## src/rtl/pll_pkg.sv

```systemverilog
// Shared definitions for the PLL loop sequencer: state encoding, datapath widths
// and default lock/unlock thresholds.
package pll_pkg;

    localparam int PE_W     = 8;
    localparam int LF_OUT_W = 12;

    typedef enum logic [1:0] {
        ST_IDLE  = 2'd0,
        ST_FLUSH = 2'd1,
        ST_ACQ   = 2'd2,
        ST_TRACK = 2'd3
    } pll_state_t;

    localparam int DEF_LOCK_THRESH   = 4;
    localparam int DEF_UNLOCK_THRESH = 16;
    localparam int DEF_LOCK_CNT      = 64;
    localparam int DEF_UNLOCK_CNT    = 8;
    localparam int DEF_ACQ_TIMEOUT   = 4096;
    localparam int DEF_ACQ_SHIFT     = 1;
    localparam int DEF_TRK_SHIFT     = 1;
    localparam int DEF_LF_RST_CYC    = 4;

endpackage

```

## src/rtl/pll_err_scale.sv

```systemverilog
// Combinational phase-error conditioning: 9-bit magnitude, saturating left
// shift for the wide acquire gain and flooring right shift for the track gain.
module pll_err_scale #(
    parameter int PE_W      = 8,
    parameter int ACQ_SHIFT = 1,
    parameter int TRK_SHIFT = 1
) (
    input  logic [PE_W-1:0] pe,
    output logic [PE_W:0]   abs_pe,
    output logic [PE_W-1:0] acq_val,
    output logic [PE_W-1:0] trk_val
);

    localparam int WIDE_W = PE_W + ACQ_SHIFT + 1;

    logic [PE_W:0]          pe_ext;
    logic [WIDE_W-1:0]      wide;
    logic [WIDE_W-PE_W:0]   wide_top;
    logic                   ovf;

    // One extra bit keeps |-128| = 128 representable.
    assign pe_ext = {pe[PE_W-1], pe};
    assign abs_pe = pe[PE_W-1] ? (~pe_ext + 1'b1) : pe_ext;

    assign wide     = {{(ACQ_SHIFT + 1){pe[PE_W-1]}}, pe} << ACQ_SHIFT;
    assign wide_top = wide[WIDE_W-1:PE_W-1];
    // Result fits only if every bit above the output sign bit matches it.
    assign ovf      = !((&wide_top) || (~|wide_top));
    assign acq_val  = ovf ? {wide[WIDE_W-1], {(PE_W-1){~wide[WIDE_W-1]}}}
                          : wide[PE_W-1:0];

    assign trk_val  = PE_W'($signed(pe) >>> TRK_SHIFT);

endmodule

```

## src/rtl/pll_loop_ctrl.sv

```systemverilog
// Acquisition/tracking sequencer feeding the PLL loop filter.
// Optional build macro PLL_LOCK_LOSS_CNT_EN adds the saturating LOSS_CNT output.
module pll_loop_ctrl
    import pll_pkg::*;
#(
    parameter int LOCK_THRESH   = DEF_LOCK_THRESH,
    parameter int UNLOCK_THRESH = DEF_UNLOCK_THRESH,
    parameter int LOCK_CNT      = DEF_LOCK_CNT,
    parameter int UNLOCK_CNT    = DEF_UNLOCK_CNT,
    parameter int ACQ_TIMEOUT   = DEF_ACQ_TIMEOUT,
    parameter int ACQ_SHIFT     = DEF_ACQ_SHIFT,
    parameter int TRK_SHIFT     = DEF_TRK_SHIFT,
    parameter int LF_RST_CYC    = DEF_LF_RST_CYC
) (
    input  logic            CLK,
    input  logic            RESET_N,
    input  logic            ENABLE,
    input  logic [PE_W-1:0] PE,
    input  logic            PE_VALID,
    output logic [PE_W-1:0] C_OUT,
    output logic            LF_RESET,
    output logic [1:0]      STATE,
    output logic            LOCKED,
`ifdef PLL_LOCK_LOSS_CNT_EN
    output logic [7:0]      LOSS_CNT,
`endif
    output logic            LOCK_LOST
);

    localparam int ABS_W = PE_W + 1;
    localparam int LK_W  = $clog2(LOCK_CNT + 1);
    localparam int UL_W  = $clog2(UNLOCK_CNT + 1);
    localparam int TO_W  = $clog2(ACQ_TIMEOUT + 1);
    localparam int FL_W  = $clog2(LF_RST_CYC + 1);

    localparam logic [ABS_W-1:0] LOCK_TH   = ABS_W'(LOCK_THRESH);
    localparam logic [ABS_W-1:0] UNLOCK_TH = ABS_W'(UNLOCK_THRESH);
    localparam logic [LK_W-1:0]  LK_LAST   = LK_W'(LOCK_CNT - 1);
    localparam logic [UL_W-1:0]  UL_LAST   = UL_W'(UNLOCK_CNT - 1);
    localparam logic [TO_W-1:0]  TO_LAST   = TO_W'(ACQ_TIMEOUT - 1);
    localparam logic [FL_W-1:0]  FL_LAST   = FL_W'(LF_RST_CYC - 1);

    pll_state_t      state_reg, state_next;
    logic [LK_W-1:0] lock_cnt_reg, lock_cnt_next;
    logic [UL_W-1:0] unlock_cnt_reg, unlock_cnt_next;
    logic [TO_W-1:0] tmo_cnt_reg, tmo_cnt_next;
    logic [FL_W-1:0] flush_cnt_reg, flush_cnt_next;
    logic [PE_W-1:0] c_out_reg, c_out_next;
    logic            lf_reset_reg, lf_reset_next;
    logic            locked_reg, locked_next;
    logic            lock_lost_reg, lock_lost_next;

    logic [ABS_W-1:0] abs_pe;
    logic [PE_W-1:0]  acq_val, trk_val;
    logic             in_lock, out_lock;

    pll_err_scale #(
        .PE_W      (PE_W),
        .ACQ_SHIFT (ACQ_SHIFT),
        .TRK_SHIFT (TRK_SHIFT)
    ) u_err_scale (
        .pe      (PE),
        .abs_pe  (abs_pe),
        .acq_val (acq_val),
        .trk_val (trk_val)
    );

    assign in_lock  = abs_pe <= LOCK_TH;
    assign out_lock = abs_pe >= UNLOCK_TH;

    always_ff @(posedge CLK or negedge RESET_N) begin
        if (!RESET_N) begin
            state_reg      <= ST_IDLE;
            lock_cnt_reg   <= '0;
            unlock_cnt_reg <= '0;
            tmo_cnt_reg    <= '0;
            flush_cnt_reg  <= '0;
            c_out_reg      <= '0;
            lf_reset_reg   <= 1'b1;
            locked_reg     <= 1'b0;
            lock_lost_reg  <= 1'b0;
        end else begin
            state_reg      <= state_next;
            lock_cnt_reg   <= lock_cnt_next;
            unlock_cnt_reg <= unlock_cnt_next;
            tmo_cnt_reg    <= tmo_cnt_next;
            flush_cnt_reg  <= flush_cnt_next;
            c_out_reg      <= c_out_next;
            lf_reset_reg   <= lf_reset_next;
            locked_reg     <= locked_next;
            lock_lost_reg  <= lock_lost_next;
        end
    end

    // Counters idle at zero outside their own state, so every state entry starts clean.
    always_comb begin
        state_next      = state_reg;
        lock_cnt_next   = '0;
        unlock_cnt_next = '0;
        tmo_cnt_next    = '0;
        flush_cnt_next  = '0;
        if (!ENABLE) begin
            state_next = ST_IDLE;
        end else begin
            case (state_reg)
                ST_IDLE: state_next = ST_FLUSH;
                ST_FLUSH: begin
                    if (flush_cnt_reg == FL_LAST) state_next = ST_ACQ;
                    else flush_cnt_next = flush_cnt_reg + 1'b1;
                end
                ST_ACQ: begin
                    lock_cnt_next = lock_cnt_reg;
                    tmo_cnt_next  = tmo_cnt_reg + 1'b1;
                    if (PE_VALID) lock_cnt_next = in_lock ? lock_cnt_reg + 1'b1 : '0;
                    // Lock takes priority over a coincident timeout.
                    if (PE_VALID && in_lock && lock_cnt_reg == LK_LAST) begin
                        state_next    = ST_TRACK;
                        lock_cnt_next = '0;
                        tmo_cnt_next  = '0;
                    end else if (tmo_cnt_reg == TO_LAST) begin
                        state_next    = ST_FLUSH;
                        lock_cnt_next = '0;
                        tmo_cnt_next  = '0;
                    end
                end
                ST_TRACK: begin
                    unlock_cnt_next = unlock_cnt_reg;
                    if (PE_VALID) unlock_cnt_next = out_lock ? unlock_cnt_reg + 1'b1 : '0;
                    if (PE_VALID && out_lock && unlock_cnt_reg == UL_LAST) begin
                        state_next      = ST_ACQ;
                        unlock_cnt_next = '0;
                    end
                end
                default: state_next = ST_IDLE;
            endcase
        end

        // The deciding sample is scaled with the gain of the state it arrived in.
        c_out_next = '0;
        if (ENABLE && PE_VALID) begin
            if (state_reg == ST_ACQ)   c_out_next = acq_val;
            if (state_reg == ST_TRACK) c_out_next = trk_val;
        end
        lf_reset_next  = (state_next == ST_IDLE) || (state_next == ST_FLUSH);
        locked_next    = (state_next == ST_TRACK);
        lock_lost_next = (state_reg == ST_TRACK) && (state_next == ST_ACQ);
    end

`ifdef PLL_LOCK_LOSS_CNT_EN
    logic [7:0] loss_cnt_reg;

    always_ff @(posedge CLK or negedge RESET_N) begin
        if (!RESET_N)                                    loss_cnt_reg <= '0;
        else if (lock_lost_next && loss_cnt_reg != 8'hFF) loss_cnt_reg <= loss_cnt_reg + 8'd1;
    end

    assign LOSS_CNT = loss_cnt_reg;
`endif

    assign C_OUT     = c_out_reg;
    assign LF_RESET  = lf_reset_reg;
    assign STATE     = state_reg;
    assign LOCKED    = locked_reg;
    assign LOCK_LOST = lock_lost_reg;

endmodule

```

## config.mk

```make
export PLATFORM = sky130hd
export DESIGN_NAME = pll_loop_ctrl
export DESIGN_NICKNAME = d
export VERILOG_FILES = /design/src/rtl/pll_pkg.sv /design/src/rtl/pll_err_scale.sv /design/src/rtl/pll_loop_ctrl.sv
export SDC_FILE = /design/constraint.sdc
export NUM_CORES = 1
export LEC_CHECK = 0
export ABC_CLOCK_PERIOD_IN_PS = 2200
export BUFFER_PORTS_ARGS = -buffer_cell sky130_fd_sc_hd__clkbuf_2
export CAP_MARGIN = 20
export CORE_ASPECT_RATIO = 0.9
export CORE_MARGIN = 8
export CORE_UTILIZATION = 58
export DETAILED_ROUTE_END_ITERATION = 7
export PLACE_DENSITY = 0.82
export SLEW_MARGIN = 10
export SYNTH_ARGS = -nofsm -noshare
export SYNTH_HDL_FRONTEND = slang
export SYNTH_SLANG_ARGS = --single-unit
```

## constraint.sdc

```tcl
create_clock -name CLK -period 2.2 [get_ports CLK]
set_clock_uncertainty 0.05 [all_clocks]
set_input_delay 0.44 -clock CLK [delete_from_list [all_inputs] [get_ports CLK]]
set_output_delay 0.44 -clock CLK [all_outputs]
set_load 0.02 [all_outputs]
```

==> flow_summary.json <==
{
  "hold_class": "in2async",
  "startpoint_type": "flop",
  "max_slew.worst_pin.slew_ns": 0.6579,
  "cts_resized": 0,
  "antenna_found_initial": 0,
  "grt_use_total_pct": 17.05,
  "status": "completed",
  "synthArstFlopShare_pct": 100.0,
  "pwr-share-comb_pct": 9.7,
  "slew_viol_final": 0,
  "regArea_um2": 1002,
  "fillerInstances": 277,
  "rsz0062_at_grt": "false",
  "dr.pass1.iters": 4,
  "portBuffers": 24,
  "relSlewSlack_pct": 56.14,
  "cellPowerDensity_nw_per_um2": 557.9,
  "peakVddDrop_mv": 0.5755,
  "die_h_um": 74.97,
  "hold_ws_ns": 0.1156,
  "fin_setup_tns_ns": 0,
  "cp_cell_sequence": "ha_1, nand4_1, or4b_4, o31ai_4, buf_12, a211oi_1",
  "drv_cap": 0,
  "drive_above_1_share_pct": 22.99,
  "dp_cells": 312,
  "design.die.area_um2": 6112,
  "setup_viol": 0,
  "core_um2": 3705,
  "grt_pass1_vias": 1813,
  "vias": 1843,
  "clockBufferDepth": 2,
  "synth_nets": 253,
  "p_sw_share_pct": 22.66,
  "clock_sinks": 40,
  "yosysWarnings": 0,
  "synth-seq-area-share_pct": 44.72,
  "crit_path_end_kind": "flop",
  "arrival_ns": 2.16,
  "routed_wl_um": 4675,
  "finalCritPeriodShare_pct": 93.02,
  "p_seq_share_pct": 50.6,
  "syn-cell-area_um2": 2241,
  "insertion_delay_ns": 0.29,
  "gr-total-overflow": 0,
  "drc": 0,
  "fmax_ghz": 0.4886,
  "switchingPower_uw": 331.4,
  "cts_buffers": 5,
  "p_int_mw": 1.131,
  "drtIter0Drc": 123,
  "crit_slowest_cell": "or4b_4",
  "post-place-ws_ns": -0.1196,
  "setup_ws_ns": 0.1535,
  "hold_buffers": 0,
  "crit_type": "reg2reg",
  "stdcell_count": 320,
  "largest_reg_flops": 13,
  "leakage_nw": 1.194,
  "clk_pin_slew_worst_paths_ns": 0.08,
  "synth-main-ff-cell": "dfrtp_1",
  "synth_enable_flop_cells": 0,
  "yosys_register_bits": 40,
  "required_ns": 2.31,
  "drtAntennaViolNets": 0,
  "synth_area_per_cell_um2": 9.659,
  "hpwlAfterDp_um": 3509,
  "ys_types": 51,
  "ios": 25,
  "layout-area-overhead-vs-synth_pct": 16.97,
  "antenna_cells": 0,
  "start_util_pct": 60.49,
  "clock_power_share_pct": 39.7,
  "cts_setup_buffers": 0,
  "multi_input_area_um2": 1141,
  "vias_per_cell": 5.759,
  "die_width_um": 81.52,
  "crit_path_max_fanout": 13,
  "wl_per_cell_um": 14.61,
  "cts_root_buffer": "clkbuf_8",
  "syn_inst": 232,
  "fin_nets": 294,
  "postLayoutCoreUtil_pct": 70.75,
  "grt_max_degree": 28,
  "cts_tree": "done",
  "hold_violations": 0,
  "grt_first_pass_wirelength_um": 8052,
  "cpPeakStageDelay_ns": 0.56,
  "gp_congestion": 0.9291,
  "placementRows": 21,
  "htree_levels": 2,
  "period_needed_ns": 2.047
}
-- path summary, 6_finish.rpt --
kind	from	endpoint	slack, ns	depth (start not counted)
max reg2reg	lock_cnt_reg[0]$_DFFE_PN0P_	lock_cnt_reg[5]$_DFFE_PN0P_	0.15	6
min	RESET_N	tmo_cnt_reg[6]$_DFF_PN0_	0.12	1
max in group asynchronous	RESET_N	C_OUT[6]$_DFF_PN0_	1.41	2
max	lock_cnt_reg[0]$_DFFE_PN0P_	lock_cnt_reg[5]$_DFFE_PN0P_	0.15	6
min in group CLK	ENABLE	LF_RESET$_DFF_PN1_	0.38	2
min reg2reg	flush_cnt_reg[0]$_DFF_PN0_	flush_cnt_reg[0]$_DFF_PN0_	0.40	1
-- cells in the mapped netlist (3+ instances only) --
| library cell | instances | area, um2 |
|---|---|---|
| o21ai_0 | 9 | 45.04 |
| nand4_1 | 5 | 31.28 |
| o22ai_1 | 3 | 18.77 |
| clkbuf_1 | 4 | 15.01 |
| xor2_1 | 6 | 52.55 |
| inv_1 | 12 | 45.04 |
| nor2_1 | 22 | 82.58 |
| and3_1 | 10 | 62.56 |
| nand2_1 | 21 | 78.83 |
| o211ai_1 | 3 | 22.52 |
| nor2b_1 | 3 | 18.77 |
| nand3_1 | 12 | 60.06 |
| dfrtp_1 | 39 | 975.9 |
| a21oi_1 | 11 | 55.05 |
| a211oi_1 | 4 | 30.03 |
| xnor2_1 | 6 | 52.55 |
| ha_1 | 9 | 112.6 |
| nand4b_1 | 3 | 26.28 |
| nor3_1 | 5 | 25.02 |
| nand2b_1 | 6 | 37.54 |
-- layer usage --
layer  vias up  part of all wire (%)  GRT usage [%]
met1       864                    47          21.14
met3         8                   5.5          5.489
met4         0                   1.2          5.743
li1        915                     -              -
met5         -                     0              0
met2        56                    46          27.36
-- power by group through the flow --
stage	Clock [mW]	Sequential, mW	Combinational, mW
after floorplan	0	0.756	0.0721
after global placement	0	0.754	0.139
after detailed placement	0	0.754	0.141
after CTS	0.595	0.740	0.141
after global routing	0.629	0.740	0.157
final	0.581	0.740	0.142
-- worst max-delay path: cells and delay by family (launching register included) --
kind | cells | cell delay (ns)
AOI/OAI and AO/OA | 2 | 0.33
and+or+nand+nor | 2 | 0.74
adders and majority gates | 1 | 0.24
DFF | 1 | 0.39
buffers and inverters | 1 | 0.17
-- metrics by stage --
step                      power, mW  area [um2]
after floorplan              0.8285        2241
final                         1.462        2621
after detailed placement     0.8951        2514
after global routing          1.525        2621
after global placement       0.8925        2514
after CTS                     1.476        2621
-- placed cells by master (no fill, tap or decap), types with 3 or more instances in the layout --
| master | instances |
|---|---|
| nor3_1 | 5 |
| ha_1 | 9 |
| xor2_1 | 6 |
| a21oi_1 | 11 |
| nand4b_1 | 3 |
| clkbuf_8 | 5 |
| nand3_1 | 12 |
| nor2_1 | 22 |
| nor2b_1 | 3 |
| clkbuf_2 | 24 |
| nand4_1 | 5 |
| and3_1 | 10 |
| dfrtp_1 | 39 |
| nand2_1 | 21 |
| inv_1 | 12 |
| o22ai_1 | 3 |
| xnor2_1 | 6 |
| o21ai_0 | 9 |
| o211ai_1 | 3 |
| buf_4 | 17 |
| a211oi_1 | 4 |
| nand2b_1 | 6 |
-- cell type report --
cell class,count,share of cell area (%)
clock inverter,2,1.337
clock buffer,6,2.769
sequential,40,38.23
tap,46,2.196
multi-input combinational,172,43.53
inverter,12,1.718
timing repair buffer,42,10.21
-- kinds of logic (layout without fill, tap and decap cells) --
| family | Yosys count | count (layout) | share of synthesized area [%] |
|---|---|---|---|
| XOR/XNOR | 12 | 12 | 4.690 |
| buffers and inverters | 20 | 62 | 4.355 |
| flip-flops | 40 | 40 | 44.72 |
| adder cells (fa/ha/maj) | 9 | 9 | 5.025 |
| AND/OR/NAND/NOR | 99 | 99 | 23.67 |
| AO/OA/AOI/OAI | 50 | 50 | 16.58 |
| multiplexers | 2 | 2 | 0.9492 |
(Power assumes the default switching activity.)
